<file path="config.mk">
export PLATFORM = sky130hd
export DESIGN_NAME = y86_seq_controller
export DESIGN_NICKNAME = d
export VERILOG_FILES = /design/src/rtl/y86_seq_controller.sv
export SDC_FILE = /design/constraint.sdc
export NUM_CORES = 1
export LEC_CHECK = 0
export BUFFER_PORTS_ARGS = -buffer_cell sky130_fd_sc_hd__buf_2
export CAP_MARGIN = 10
export CORE_MARGIN = 2
export CORE_UTILIZATION = 42
export CTS_CLUSTER_DIAMETER = 50
export DETAILED_ROUTE_END_ITERATION = 16
export HOLD_SLACK_MARGIN = 0.12
export PLACE_DENSITY = 0.79
export RECOVER_POWER = 50
export SLEW_MARGIN = 0
export SYNTH_ARGS = -nofsm -noshare
export SYNTH_HDL_FRONTEND = slang
export SYNTH_SLANG_ARGS = --single-unit
</file>
<file path="constraint.sdc">
create_clock -name clk -period 4.6 [get_ports clk]
set_clock_uncertainty 0.15 [all_clocks]
set_input_delay 0.23 -clock clk [delete_from_list [all_inputs] [get_ports clk]]
set_output_delay 0.23 -clock clk [all_outputs]
set_load 0.01 [all_outputs]
</file>
<file path="src/rtl/y86_seq_controller.sv">
// Stage sequencer for the sequential Y86-64 core: owns the PC, issues one-cycle
// stage enables, runs the data-memory handshake and raises the Y86 status code.
module y86_seq_controller #(
    parameter logic [63:0] RESET_PC    = 64'd0,
    parameter int unsigned CNT_W       = 32,
    parameter int unsigned MEM_TIMEOUT = 16
) (
    input  logic             clk,
    input  logic             rst_n,
    input  logic             run,
    output logic [63:0]      PC,
    input  logic [3:0]       iCode,
    input  logic [63:0]      ValC,
    input  logic [63:0]      ValP,
    input  logic             Instr_Valid,
    input  logic             imem_error,
    input  logic             Cnd,
    input  logic [63:0]      valM,
    input  logic             dmem_error,
    output logic             dec_en,
    output logic             exe_en,
    output logic             wb_en,
    output logic             mem_req,
    input  logic             mem_ready,
    output logic [2:0]       stat,
    output logic [2:0]       state,
    output logic [CNT_W-1:0] instr_count
);

    localparam int unsigned WAIT_W = (MEM_TIMEOUT > 1) ? $clog2(MEM_TIMEOUT) : 1;
    localparam logic [WAIT_W-1:0] WAIT_LAST = WAIT_W'(MEM_TIMEOUT - 1);

    localparam logic [2:0] STAT_AOK = 3'd1;
    localparam logic [2:0] STAT_HLT = 3'd2;
    localparam logic [2:0] STAT_ADR = 3'd3;
    localparam logic [2:0] STAT_INS = 3'd4;

    typedef enum logic [2:0] {
        S_IDLE    = 3'd0,
        S_FETCH   = 3'd1,
        S_DECODE  = 3'd2,
        S_EXECUTE = 3'd3,
        S_MEMORY  = 3'd4,
        S_WB      = 3'd5,
        S_PCUPD   = 3'd6,
        S_HALTED  = 3'd7
    } state_t;

    state_t            state_q;
    state_t            state_n;
    logic [2:0]        stat_n;
    logic [3:0]        icode_q;
    logic              cnd_q;
    logic [63:0]       valm_q;
    logic [WAIT_W-1:0] wait_q;
    logic              is_mem_c;
    logic [63:0]       next_pc_c;

    assign state = state_q;

    // rmmovq, mrmovq, call, ret, pushq, popq touch data memory
    always_comb begin
        is_mem_c = 1'b0;
        case (icode_q)
            4'h4, 4'h5, 4'h8, 4'h9, 4'hA, 4'hB: is_mem_c = 1'b1;
            default:                            is_mem_c = 1'b0;
        endcase
    end

    always_comb begin
        next_pc_c = ValP;
        case (icode_q)
            4'h7:    next_pc_c = cnd_q ? ValC : ValP;
            4'h8:    next_pc_c = ValC;
            4'h9:    next_pc_c = valm_q;
            default: next_pc_c = ValP;
        endcase
    end

    always_ff @(posedge clk) begin
        if (!rst_n) begin
            state_q <= S_IDLE;
        end else begin
            state_q <= state_n;
        end
    end

    // Next-state and status decode
    always_comb begin
        state_n = state_q;
        stat_n  = stat;
        case (state_q)
            S_IDLE: begin
                if (run) state_n = S_FETCH;
            end
            S_FETCH: begin
                state_n = S_DECODE;
            end
            S_DECODE: begin
                if (imem_error) begin
                    state_n = S_HALTED;
                    stat_n  = STAT_ADR;
                end else if (!Instr_Valid) begin
                    state_n = S_HALTED;
                    stat_n  = STAT_INS;
                end else if (iCode == 4'h0) begin
                    state_n = S_HALTED;
                    stat_n  = STAT_HLT;
                end else begin
                    state_n = S_EXECUTE;
                end
            end
            S_EXECUTE: begin
                state_n = is_mem_c ? S_MEMORY : S_WB;
            end
            S_MEMORY: begin
                if (mem_ready) begin
                    if (dmem_error) begin
                        state_n = S_HALTED;
                        stat_n  = STAT_ADR;
                    end else begin
                        state_n = S_WB;
                    end
                end else if (wait_q == WAIT_LAST) begin
                    state_n = S_HALTED;
                    stat_n  = STAT_ADR;
                end
            end
            S_WB: begin
                state_n = S_PCUPD;
            end
            S_PCUPD: begin
                state_n = run ? S_FETCH : S_IDLE;
            end
            S_HALTED: begin
                state_n = S_HALTED;
            end
        endcase
    end

    // Datapath registers and registered outputs
    always_ff @(posedge clk) begin
        if (!rst_n) begin
            PC          <= RESET_PC;
            stat        <= STAT_AOK;
            instr_count <= '0;
            icode_q     <= 4'h0;
            cnd_q       <= 1'b0;
            valm_q      <= 64'd0;
            wait_q      <= '0;
            dec_en      <= 1'b0;
            exe_en      <= 1'b0;
            wb_en       <= 1'b0;
            mem_req     <= 1'b0;
        end else begin
            stat    <= stat_n;
            dec_en  <= (state_n == S_DECODE);
            exe_en  <= (state_n == S_EXECUTE);
            wb_en   <= (state_n == S_WB);
            mem_req <= (state_n == S_MEMORY);

            if (state_q == S_DECODE) icode_q <= iCode;
            if (state_q == S_WB)     cnd_q   <= Cnd;
            if (state_q == S_MEMORY && mem_ready && !dmem_error) valm_q <= valM;

            if (state_q == S_MEMORY && state_n == S_MEMORY) begin
                wait_q <= wait_q + WAIT_W'(1);
            end else begin
                wait_q <= '0;
            end

            if (state_q == S_PCUPD) begin
                PC          <= next_pc_c;
                instr_count <= instr_count + CNT_W'(1);
            end
        end
    end

endmodule

</file>
# Yosys cells after proc, flatten, opt, wreduce, memory -nomap -nowiden
# Index checks and enable logic that the tools add are counted.
word_totals:
  input_bits: 204
  elab_cells: 66
  output_inout_bits: 106
  ff_bits: 179
op_classes:
  muxes: 20
  eq_ne: 22
  n_reduce_logical: 10
  addsub: 2
ops:
  columns: ["operator", "count"]
  rows:
  - ["$pmux 64 s3", 1]
  - ["$mux 64", 1]
  - ["$mux 3", 12]
  - ["$add 32x1->32 const B", 1]
  - ["$pmux 3 s8", 1]
  - ["$eq 4x4->1 const B", 5]
  - ["$eq 3x3->1 const B", 6]
  - ["$eq 3x2->1 const B", 4]
  - ["$eq 4x3->1 const B", 3]
  - ["$ne 3x3->1 const B", 2]
  - ["$pmux 3 s2", 1]
  - ["$reduce_or 6->1", 1]
  - ["$add 4x1->4 const B", 1]
  - ["$logic_not 4->1", 1]
  - ["$ne 4x4->1 const B", 1]
  - ["$reduce_and 4->1", 1]
  - ["$eq 3x1->1 const B", 1]
  - ["$logic_and 1x1->1", 3]
  - ["$logic_not 3->1", 1]
  - ["$mux 1", 3]
  - ["$mux 2", 1]
  - ["$reduce_and 2->1", 1]
  - ["$reduce_bool 2->1", 1]
  - ["$logic_not 1->1", 1]

# Longest topological paths before layout
logic_depth:
  depth_word: 8
  depth_mapped: 7
  mapped_depth_nobuf: 5

# Worst setup path after synthesis
# Ideal clock, no wire load.
synth_timing:
  path_type: "reg2reg"
  startpoint: "register instr_count[0]"
  endpoint: "register instr_count[18]"
  t_arrival_ns: 1.567
  path_buffers: 1
  period_less_slack_ns: 1.852
  path_slack_ns: 2.748
  setup_ns: 0.135
  path_stages_with_launch: 7
  required_time_ns: 4.315
  cell_sequence: "dfxtp_1 > ha_1 > and3_1 > nand4_4 > buf_6 > o311ai_0 > o41ai_1"
synth_between:
  elab_chain_cells: 1
synth_rtl:
  columns: ["element", "line", "rtl"]
  rows:
  - ["from (decl)", "27", "output logic [CNT_W-1:0] instr_count"]
  - ["from (signal assigned)", "174", "instr_count <= instr_count + CNT_W'(1);"]
  - ["$add 32x1->32", "174", null]
# Every way passes these cells.
# A chain may end at the register's enable or synchronous reset.

# Worst setup path in the final report
layout_timing:
  startpoint: "register icode_q[3]"
  endpoint: "register PC[38]"
layout_between:
  elab_chain_cells: 2
  elab_cells_between_ends: 4
  classes_between: "eq/ne: 3; mux: 1"
layout_rtl:
  columns: ["element", "line", "rtl"]
  rows:
  - ["from (decl)", "52", "logic [3:0] icode_q;"]
  - ["from (signal assigned)", "162", "if (state_q == S_DECODE) icode_q <= iCode;"]
  - ["$eq 4x4->1 or $eq 4x3->1 (tied branches)", "72", "case (icode_q)"]
  - ["$pmux 64 s3 *", "72", null]
  - ["to (signal assigned)", "173", "PC <= next_pc_c;"]
  - ["to (decl)", "11", "output logic [63:0] PC,"]
# Every way passes the cells marked *; elsewhere a longest branch is shown, timed or not.

==> summary.txt <==
Status
  – Status: finished, violations left
  – Failing checks: max-capacitance violations, max-slew violations

Drt
  – Iter 0 DRT Violations: 888
  – Vias per Instance: 5.71
  – Post-Route WL: 29.3 mm
  – Routed wl met3: 2.80 mm
  – WL/cell: 18.0 um
  – ANT nets after route: 0
  – Metal1 wirelength: 10.9 mm
  – Initial DRT Pass Iterations: 5
  – DR top layer: met4
  – Drt drc: 0
  – Via Count: 9315
  – WL met2: 14.2 mm

Synthesis
  – Mapped Area: 7610 um^2
  – Post-Synth XOR/XNOR Area: 1.38%
  – Top_reg_cell synth: dfxtp_1
  – Largest family of logic cells by synthesized area: compound AO/OA/AOI/OAI gates
  – Synth top area share: 47.1%
  – EDFF count, synth: 0
  – Distinct cells, synth: 52
  – Post-synth net total: 1130
  – Post-Synth Adder-Cell Area: 0.329%
  – Warnings from Yosys: 0
  – Area leader, netlist: dfxtp_1
  – Post-synthesis compound-gate area fraction: 24.5%
  – Simple-gate share of the synthesized area: 20.0%
  – Mux cell area share after synthesis: 1.58%
  – Ranking of synthesized cells by area: dfxtp_1 47%, nand2_1 11%, a21oi_1 9.6%
  – Top-count cell post-synth: nand2_1
  – Seq/Total Area, Yosys: 47.1%
  – Post-synthesis async set-or-reset flop share: 0%
  – Yosys reg bits: 179
  – Synth cell count leaders: 224 x nand2_1, 179 x dfxtp_1, 146 x a21oi_1
  – Post-synthesis instance total: 924
  – Syn Area/Cell: 8.24 um^2

Floorplanning
  – Starting density of the core: 42.7%
  – Core Rows: 49
  – Die Span Y: 139 um
  – Ports: 310
  – Die X: 139 um
  – Core Area: 17800 um^2
  – Die area: 19200 um^2

Final layout
  – Final Cell Area: 11600 um^2
  – Layout cells sized above 1: 18.4%
  – Fill count: 1453
  – Area of the multi-input gates: 3600 um^2
  – Final core occ: 64.8%
  – Area Growth Syn to Fin: 52.0%
  – Final net count: 1593
  – Reg area: 3580 um^2

Pwr
  – Power density over cell area: 322 nW/um^2
  – Leakage: 4.57 nW
  – Maximum vdd drop: 230 uV

Worst setup path
  – Critical Path AT: 3.57 ns
  – CP Buf/Inv Count: 2
  – Setup Crit Path Kind: register to register
  – Crit Path Max Fanout: 51
  – Cells along the critical path: nor3b_1 > a22o_2 > buf_4 > nand2_1 > a21oi_1 > dlygate4sd3_1
  – Setup crit start kind: register
  – Worst setup EP type: register
  – Stages on worst setup path: 6
  – CP max stage delay: 1.03 ns
  – Slowest CP cell: a22o_2
  – CP delay by family, top: compound AO/OA/AOI/OAI gates
  – Path depth of the worst reg2reg path: 6
  – Crit path required time: 4.81 ns

Timing
  – Maximum operating frequency: 297 MHz
  – Final hold viol count: 0
  – Period utilisation layout: 73.1%
  – Min cycle time layout: 3.36 ns
  – Min Hold Slack: 0.234 ns
  – Worst Tran Pin Value: 1.62 ns
  – RSZ-0062 raised after global routing: no
  – Final Setup Violations: 0
  – Setup TNS: 0 ns
  – Max-slew headroom: -7.70%
  – Final Max Tran Viols: 139

Placement
  – Routability congestion estimate from global placement: 0.866
  – Count of buffers from port buffering: 309
  – Placed inst area: 9180 um^2
  – Post-DP HPWL: 15.9 mm

CTS
  – CTS tree: done
  – CTS buffer count: 17
  – Clk Latency, worst-skew pair: 0.42 ns
  – PostCTS Resize Cnt: 0
  – Clock Root Buffer: clkbuf_16
  – Clock sinks: 179
  – CTS H-tree lvls: 4
  – CTS clock-pin slew for the worst setup and hold paths: 0.07 ns
  – Setup bufs post-CTS: 0
  – Hold-fix buffers, CTS: 201
  – Maximum root-to-sink buffer count: 2

Worst hold path
  – Hold Path Cell Cnt: 5
  – Worst min-delay path class: input pin to register

Global route
  – Largest net degree at the start of global routing: 97
  – GRT overflow: 0
  – All-layer global routing usage: 29.5%
  – First-pass GRT wire length: 46.5 mm
  – Antenna violations before repair: 1
  – Number of global-route vias before repair: 9383

Flow run
  – Max-cap violation count: 2
==> state kept, by name, summed over array words and instances, names as in the netlist <==
| register | cells |
|---|---|
| cnd_q | 1 |
| wait_q | 4 |
| state | 3 |
| valm_q | 64 |
| exe_en | 1 |
| wb_en | 1 |
| mem_req | 1 |
| stat | 3 |
| dec_en | 1 |
| icode_q | 4 |
| PC | 64 |
| instr_count | 32 |
==> logic make-up after synthesis <==
group | count (synthesis)
buf+inv | 84
mux | 12
compound gates | 305
simple gates | 330
flops | 179
xor+xnor | 12
fa+ha+maj | 2
==> placed cells by master, fill, tap and decap left out, types with 3 or more instances in the layout <==
master and instances:
nand2_1 223, buf_2 203, dlygate4sd3_1 201, dfxtp_1 179, a21oi_1 145, clkbuf_1 106
o21ai_0 77, a221oi_1 64, nor2_1 19, clkbuf_16 17, nand2b_1 16, nand3_1 12
mux2i_1 12, nor4_1 11, inv_1 8, xor2_1 8, or3_1 8, and3_1 7
buf_4 7, o311ai_0 5, and4_1 5, nand4_1 5, xnor2_1 4, o41ai_1 4
inv_8 4, inv_6 4, nor2b_1 3, nor3_1 3, clkinvlp_4 3
==> report_power, final <==
| group | switching, W | internal (W) |
|---|---|---|
| logic | 0.000338 | 0.000293 |
| registers | 0.0000628 | 0.00162 |
| clock network | 0.000691 | 0.000719 |
| total | 0.00109 | 0.00263 |
==> worst paths after layout <==
path / from / to / slack [ns]
setup / recovery: icode_q[3] / PC[38] / 1.24
hold / removal: dmem_error / state[1] / 0.23
setup reg to reg: icode_q[3] / PC[38] / 1.24
hold reg to reg: wait_q[0] / wait_q[0] / 0.30
==> tightest hold or removal path: stages <==
cell,delay (ns)
buf_2,0.09
nand2_1,0.09
a21oi_1,0.18
nor2_1,0.10
nor2_1,0.07
==> cell type report <==
type	count	area share (%)
diodes	1	0.0216
clock buffers	17	3.68
clock inverters	15	1.22
inverters	9	0.303
multi-input cells	661	31.2
flip-flops and latches	179	31.0
well taps	229	2.48
repair buffers	519	30.2
==> per-stage QoR <==
stage	total power, W	std cells	setup slack (ns)
after floorplan	0.00199	924	2.75
after global placement	0.00219	1396	2.05
after detailed placement	0.00220	1396	1.94
after CTS	0.00373	1629	1.40
after global routing	0.00386	1630	1.06
final	0.00372	1630	1.24
==> routing by layer <==
| layer | global-route usage (%) | vias up |
|---|---|---|
| met4 | 16.5 | 0 |
| met2 | 51.2 | 640 |
| met5 | 0 | - |
| li1 | - | 4223 |
| met3 | 6.91 | 137 |
| met1 | 33.4 | 4315 |
Note: power is estimated with default switching activity, not from simulation.
